==> src/rtl/fw_out_collector.sv <==
// fw_out_collector: receiving end of the fw output stream.
// Captures in_data/in_valid words into a FIFO, throttles the array through
// inhibit with hysteresis, and drains words to a downstream reader with
// block sop/eop framing.
//
// Handshake: a word moves downstream on every rising edge where
// out_valid && out_ready are both high; while out_valid is high and
// out_ready is low, out_data/out_sop/out_eop hold their values. The
// upstream side has no ready: a word is taken whenever in_valid is high
// and there is room (or a pop frees room in the same cycle).
//
// The output register is a first-word-fall-through stage. fill counts every
// word not yet popped, including the one held in the output register.
module fw_out_collector #(
  parameter int DW    = 64,
  parameter int DEPTH = 16,
  parameter int SLACK = 4,
  parameter int WORDS = 32,
  localparam int AW   = $clog2(DEPTH),
  localparam int FW   = AW + 1,
  localparam int CW   = $clog2(WORDS)
) (
  input  logic          clk,
  input  logic          reset,
  input  logic [DW-1:0] in_data,
  input  logic          in_valid,
  output logic          inhibit,
  output logic [DW-1:0] out_data,
  output logic          out_valid,
  input  logic          out_ready,
  output logic          out_sop,
  output logic          out_eop,
  output logic          blk_done,
  output logic          overflow,
  output logic [FW-1:0] fill,
  output logic          dbg_state,
  output logic [CW-1:0] dbg_ic
);

  // EMPTY: nothing presented. The load of the head word happens on the
  // EMPTY->PRESENT edge, so the output stage has no separate wait state.
  typedef enum logic {
    ST_EMPTY   = 1'b0,
    ST_PRESENT = 1'b1
  } state_t;

  logic [DW-1:0] mem_q [DEPTH];

  state_t        state_q, state_d;
  logic [AW-1:0] wr_ptr_q, wr_ptr_d;
  logic [AW-1:0] rd_ptr_q, rd_ptr_d;
  logic [AW-1:0] rd_ptr_nx;
  logic [FW-1:0] fill_q, fill_d;
  logic [CW-1:0] oc_q, oc_d;
  logic [CW-1:0] ic_q, ic_d;
  logic [DW-1:0] out_data_q, out_data_d;
  logic          inhibit_q, inhibit_d;
  logic          overflow_q, overflow_d;
  logic          blk_done_q, blk_done_d;

  logic          pop;
  logic          push;
  logic          full;

  assign pop       = (state_q == ST_PRESENT) && out_ready;
  assign full      = (fill_q == FW'(DEPTH));
  assign push      = in_valid && (!full || pop);
  assign rd_ptr_nx = rd_ptr_q + AW'(1);

  // Pointer, occupancy, counter and status next-state logic.
  always_comb begin
    wr_ptr_d   = wr_ptr_q;
    rd_ptr_d   = rd_ptr_q;
    fill_d     = fill_q;
    oc_d       = oc_q;
    ic_d       = ic_q;
    inhibit_d  = inhibit_q;
    overflow_d = overflow_q;
    blk_done_d = 1'b0;

    if (push) begin
      wr_ptr_d = wr_ptr_q + AW'(1);
      ic_d     = (ic_q == CW'(WORDS - 1)) ? '0 : ic_q + CW'(1);
    end
    if (pop) begin
      rd_ptr_d   = rd_ptr_nx;
      oc_d       = (oc_q == CW'(WORDS - 1)) ? '0 : oc_q + CW'(1);
      blk_done_d = (oc_q == CW'(WORDS - 1));
    end

    case ({push, pop})
      2'b10:   fill_d = fill_q + FW'(1);
      2'b01:   fill_d = fill_q - FW'(1);
      default: fill_d = fill_q;
    endcase

    // A word that finds the FIFO full with no pop is lost.
    if (in_valid && full && !pop) begin
      overflow_d = 1'b1;
    end

    // Throttle with hysteresis: set near full, release at half full.
    if (fill_q >= FW'(DEPTH - SLACK)) begin
      inhibit_d = 1'b1;
    end else if (fill_q <= FW'(DEPTH / 2)) begin
      inhibit_d = 1'b0;
    end
  end

  // Output stage next-state: load the head word, advance on pop.
  always_comb begin
    state_d    = state_q;
    out_data_d = out_data_q;
    case (state_q)
      ST_EMPTY: begin
        if (fill_q != '0) begin
          state_d    = ST_PRESENT;
          out_data_d = mem_q[rd_ptr_q];
        end
      end
      ST_PRESENT: begin
        if (pop) begin
          if (fill_d != '0) begin
            // With one word left the follower is the word arriving now,
            // which is not yet in memory, so take it straight from input.
            out_data_d = (fill_q == FW'(1)) ? in_data : mem_q[rd_ptr_nx];
          end else begin
            state_d = ST_EMPTY;
          end
        end
      end
      default: state_d = ST_EMPTY;
    endcase
  end

  // Storage array; contents need no reset because fill gates every read.
  always_ff @(posedge clk) begin
    if (push) begin
      mem_q[wr_ptr_q] <= in_data;
    end
  end

  // All control and output registers.
  always_ff @(posedge clk or negedge reset) begin
    if (!reset) begin
      state_q    <= ST_EMPTY;
      wr_ptr_q   <= '0;
      rd_ptr_q   <= '0;
      fill_q     <= '0;
      oc_q       <= '0;
      ic_q       <= '0;
      out_data_q <= '0;
      inhibit_q  <= 1'b0;
      overflow_q <= 1'b0;
      blk_done_q <= 1'b0;
    end else begin
      state_q    <= state_d;
      wr_ptr_q   <= wr_ptr_d;
      rd_ptr_q   <= rd_ptr_d;
      fill_q     <= fill_d;
      oc_q       <= oc_d;
      ic_q       <= ic_d;
      out_data_q <= out_data_d;
      inhibit_q  <= inhibit_d;
      overflow_q <= overflow_d;
      blk_done_q <= blk_done_d;
    end
  end

  assign out_valid = (state_q == ST_PRESENT);
  assign out_data  = out_data_q;
  assign out_sop   = out_valid && (oc_q == '0);
  assign out_eop   = out_valid && (oc_q == CW'(WORDS - 1));
  assign blk_done  = blk_done_q;
  assign overflow  = overflow_q;
  assign inhibit   = inhibit_q;
  assign fill      = fill_q;
  assign dbg_state = state_q;
  assign dbg_ic    = ic_q;

endmodule
==> config.mk <==
export PLATFORM = sky130hd
export DESIGN_NAME = fw_out_collector
export DESIGN_NICKNAME = d
export VERILOG_FILES = /design/src/rtl/fw_out_collector.sv
export SDC_FILE = /design/constraint.sdc
export NUM_CORES = 2
export LEC_CHECK = 0
export ABC_CLOCK_PERIOD_IN_PS = 8400
export BUFFER_PORTS_ARGS = -buffer_cell sky130_fd_sc_hd__buf_2
export CELL_PAD_IN_SITES_DETAIL_PLACEMENT = 0
export CELL_PAD_IN_SITES_GLOBAL_PLACEMENT = 1
export CORE_MARGIN = 2
export CORE_UTILIZATION = 30
export CTS_CLUSTER_SIZE = 40
export DETAILED_ROUTE_END_ITERATION = 7
export PLACE_DENSITY_LB_ADDON = 0.1
export RECOVER_POWER = 100
export SLEW_MARGIN = 20
export SYNTH_ARGS = -nofsm -noshare
export SYNTH_HDL_FRONTEND = slang
export SYNTH_SLANG_ARGS = --single-unit
==> constraint.sdc <==
create_clock -name clk -period 8.4 [get_ports clk]
set_input_delay 2.52 -clock clk [delete_from_list [all_inputs] [get_ports clk]]
set_output_delay 2.52 -clock clk [all_outputs]
set_load 0.03 [all_outputs]
Yosys cells after proc, flatten, opt, wreduce, memory -nomap -nowiden

Memories as Yosys holds them, arrays and structs flattened.
Index checks and enable logic that the tools add are counted.

Memories kept: 1
RAM bits: 1024
Register bits: 91
Output and inout bits: 81
Input bits: 68

Memories:

| name  | words | bits a word | rd ports | clocked after Yosys merged registers in | write ports | line | source |
|---|---|---|---|---|---|---|---|
| mem_q | 16    | 64          | 2        | 0                                       | 1           | 47   | `logic [DW-1:0] mem_q [DEPTH];` |

Muxes and demuxes: 17
Equality and inequality tests: 9
Magnitude comparators: 2
$add $sub $neg: 6
Reductions and logical operators: 14
Bitwise gates (word level): 1

Operators with widths:

| operator                                            | count |
|---|---|
| 2-to-1 mux 64 bit                                   | 4 |
| one-hot mux 64 bit (2 select lines)                 | 1 |
| adder 5 x 1 -> 5 bit, second input constant         | 3 |
| equality test 5 bit, second input constant          | 3 |
| 2-to-1 mux 5 bit                                    | 2 |
| one-hot mux 5 bit (2 select lines)                  | 1 |
| nonzero test 5 bit                                  | 2 |
| adder 4 x 1 -> 4 bit, second input constant         | 2 |
| 2-to-1 mux 1 bit                                    | 8 |
| logical AND 1 bit                                   | 6 |
| equality test 5 x 1 -> 1 bit, second input constant | 1 |
| >= comparator 5 x 4 -> 1 bit, second input constant | 1 |
| <= comparator 5 x 4 -> 1 bit, second input constant | 1 |
| logical NOT 5 bit                                   | 1 |
| subtractor 5 x 1 -> 5 bit, second input constant    | 1 |
| != test 2 x 1 -> 1 bit, second input constant       | 2 |
| AND reduction 3 bit                                 | 1 |
| equality test 2 x 1 -> 1 bit, second input constant | 1 |
| equality test 2 bit, second input constant          | 1 |
| logical NOT 1 bit                                   | 2 |
| != test 2 bit, second input constant                | 1 |
| one-hot mux 1 bit (2 select lines)                  | 1 |
| nonzero test 2 bit                                  | 1 |
| logical OR 1 bit                                    | 1 |
| inverter 1 bit                                      | 1 |

Depth between registers and ports, before layout

Depth after elaboration: 10
Depth in mapped cells: 15

Worst setup path after synthesis

No wires, ideal clock.

Path type: input port to flip-flop
From: in out_ready
To: mem mem_q[0][0] (enable)
Required time: 7.971 ns
Stages on the path: 8
Setup slack: 2.695 ns
Library setup time: 0.429 ns
Arrival time: 5.276 ns
Path through: and2_1 -> clkbuf_1 -> clkinv_1 -> nand4_1 -> nand2_1 -> clkbuf_1 -> nor3_1 -> and2_1

Cells in the longest elaborated chain, start to end: 5

Ends and longest elaborated chain:

| what                                   | line | source |
|---|---|---|
| from (decl)                            | 30   | `input logic out_ready,` |
| logical AND 1 bit                      | 65   | `assign pop = (state_q == ST_PRESENT) && out_ready;` |
| logical OR 1 bit                       | 67   | `assign push = in_valid && (!full \|\| pop);` |
| logical AND 1 bit                      | 67   |  |
| 2-to-1 mux 1 bit                       | 138  | `if (push) begin` |
| 2-to-1 mux 1 bit (not written as such) | 139  | `mem_q[wr_ptr_q] <= in_data;` |
| to (decl)                              | 47   |  |

Every way passes these cells.

Final worst setup path

From: in out_ready
To: mem mem_q[3][55] (enable)

Same word-level chain as after synthesis.

==> reports/metrics.yaml <==
die_x_extent_um: 415
synth_largest_area_cell: "sky130_fd_sc_hd__edfxtp_1"
cts_repair_resize_count: 0
final_nets: 3032
grt_max_degree: 137
max-clock-path-buffers: 3
tritoncts: "done"
startpoint_type: "input pin"
grt_first_pass_wirelength_mm: 235
synthesis.instances: 2826
n_fill_cell: 15700
detailroute.via_count: 28800
net_switching_share_of_the_total_power_pct: 38.0
core.rowCount: 150
initial_antenna_violation_count: 13
globalplace.congestion: 0.751
final-max-slew-violation-count: 191
timing.final.hold_violations: 0
synth-warning-count: 0
pre_cts_ws_ns: 1.96
ctsRootBufferMaster: "sky130_fd_sc_hd__clkbuf_16"
worst-endpoint-arrival_ns: 7.17
finalSetupViolCount: 0
multi_input_comb_area_mm2: 0.0166
timing.final.ws_setup_ns: 1.67
timing.critical_path.required_ns: 8.84
pwr-share-clk_pct: 24.8
final_critical_period_ns: 6.73
final_design_area_no_fill_mm2: 0.0579
post-dp-hpwl_mm: 94.0
rsz_0062_raised_after_global_routing: "no"
failed_checks: "max-capacitance violations, max-slew violations"
synth_enable_flop_cells: 1024
fin_tns_setup_ns: 0
gr-total-overflow: 0
ys_top_cells_by_count: "sky130_fd_sc_hd__edfxtp_1 (1024), sky130_fd_sc_hd__mux4_2 (512), sky130_fd_sc_hd__nand2_1 (465)"
cts-buffers-inserted: 136
design_power_total_mw: 23.5
detail-route-antenna-nets: 0
cts_htree_levels: 4
fmax_mhz: 149
status: "finished, violations left"
finalWirelength_mm: 163
power.static_leakage_nw: 18.5
port_buffers: 148
routed_via_density: 5.47
drt_first_iter_violations: 2591
cts_sinks: 1115
ctsHoldBuffers: 0
post_drt_wl_per_cell_um: 30.9
p_sw_mw: 8.90
fin_crit_sh_pct: 80.1
drt-pass1-iter-count: 8
post-route-drc-count: 0
cp-end-kind: "register"
worst-path-max-fanout: 26
synth_most_common_cell: "sky130_fd_sc_hd__edfxtp_1"
post_synth.cell_area_avg_um2: 17.9
postSynthNetCount: 2910
starting_density_of_the_core_pct: 30.2
area.growth.synth_to_final_pct: 14.5
timing.hold.worst.class: "reg -> reg"
synth.top_cells.by_area: "sky130_fd_sc_hd__edfxtp_1 (61%), sky130_fd_sc_hd__mux4_2 (23%), sky130_fd_sc_hd__dfrtp_1 (4.5%)"
pwr-share-seq_pct: 31.5
design.die.area_mm2: 0.172
storage_element_area_mm2: 0.0330
worst_ir_drop_vdd_v: 0.000509
tightest_slew_ns: 4.91
ys_seq_area_share_pct: 65.3
insertion_delay_ns: 0.78
p_per_area_mw_per_mm2: 405
ios: 149
synth_flop_cell: "sky130_fd_sc_hd__edfxtp_1"
grt_usage_pct: 18.9
worst_clock_skew_ns: 0.0309
synth.ff_latch_count: 1115
slew-limit-headroom_pct: -227
postPlaceCellArea_mm2: 0.0537
ys_types: 49
die_height_um: 415
holdWs_ns: 0.477
worstSetupPathType: "in -> reg"
synth.cell_area_mm2: 0.0506
cts_setup_buffers: 0
internal_power_mw: 14.6
core_mm2: 0.167
netlist.area_leader.share_pct: 60.8
timing.max_cap.violations: 7
power.combinational.fraction_pct: 43.7
synth_async_sr_flop_share_pct: 8.16
first_global_vias: 31000
clk_transition_reported_paths_ns: 0.06
fraction_of_layout_cells_with_a_size_suffix_above_1_pct: 25.6
==> flip-flops by register name, summed over array words and instances (netlist names) <==
signal and flops:
blk_done 1, dbg_ic 5, dbg_state 1, fill 5
inhibit 1, mem_q 1024, oc_q 5, out_data 64
overflow 1, rd_ptr_q 4, wr_ptr_q 4
==> per-layer routing <==
metal / track usage [%] / part of all wire (%)
met4: 4.74 / 2.4
met2: 33.4 / 52
met3: 3.02 / 4.9
met1: 24.2 / 41
met5: 0 / 0.017
==> cells by family after synthesis <==
kind of cell / synth area share (%)
XOR/XNOR: 0.173
flip-flops: 65.3
adder cells (fa/ha/maj): 0.396
buffers and inverters: 2.07
multiplexers: 23.0
AO/OA/AOI/OAI: 4.33
AND/OR/NAND/NOR: 4.78
==> worst max-delay path, cell delays in order <==
cell and delay (ns):
sky130_fd_sc_hd__clkbuf_1 0.14, sky130_fd_sc_hd__and2_0 0.46, sky130_fd_sc_hd__clkinv_1 0.38, sky130_fd_sc_hd__nand4_1 0.23, sky130_fd_sc_hd__nand2_1 0.31, sky130_fd_sc_hd__nor3_1 0.40
sky130_fd_sc_hd__and2_0 2.02, sky130_fd_sc_hd__buf_16 0.28, sky130_fd_sc_hd__buf_4 0.35
==> per-stage QoR <==
stage / std cells / util, %
2_1_floorplan: 2826 / -
3_3_place_gp: 5011 / 32.1
3_5_place_dp: 5013 / 32.1
4_1_cts: 5261 / 34.8
5_1_grt: 5264 / 34.6
6_report: 5265 / 34.6
==> power groups by stage <==
stage          combinational, mW  sequential (mW)  clock, mW
6_report                    10.2             7.40       5.82
5_1_grt                     11.1             7.49       6.19
4_1_cts                     10.6             7.41       5.98
3_5_place_dp                10.6             7.52          0
3_3_place_gp                10.6             7.49          0
2_1_floorplan               7.17             7.50          0
==> cell type report <==
class	instances	area share, %
sequential	1115	57.0
multi-input combinational	1479	28.7
clock buffer	181	6.56
tap	2204	4.76
timing repair buffer	203	1.83
clock inverter	67	1.06
inverter	13	0.0842
antenna	3	0.0130
==> cell usage in the layout, fill, tap and decap left out, drive strengths merged, types with 2 or more instances in the layout <==
master and count:
buf 46, a21o 2, nand2 465, xor2 4
clkbuf 338, nand3b 2, nor2 13, and2 14
or2 2, nand4 4, edfxtp 1024, o41ai 64
mux2 6, and3 8, or3 2, a21oi 133
inv 18, mux4 512, dfrtp 91, diode 3
nand2b 3, ha 16, xnor2 6, nor3 67
nand3 3, bufinv 9, o22ai 128, clkinv 46
clkinvlp 7, o21ai 8
==> worst paths after layout <==
check / from / endpoint / slack [ns] / depth (start not counted)
max in group asynchronous: reset / rd_ptr_q[1] / 2.07 / 2
hold reg to reg: overflow / overflow / 0.48 / 1
min in group asynchronous: reset / out_data[6] / 3.54 / 1
hold / removal: overflow / overflow / 0.48 / 1
setup / recovery: out_ready / mem_q[3][55] / 1.67 / 9
setup reg to reg: dbg_state / mem_q[3][55] / 2.40 / 8
No activity file was read; power rests on OpenSTA's default activity.
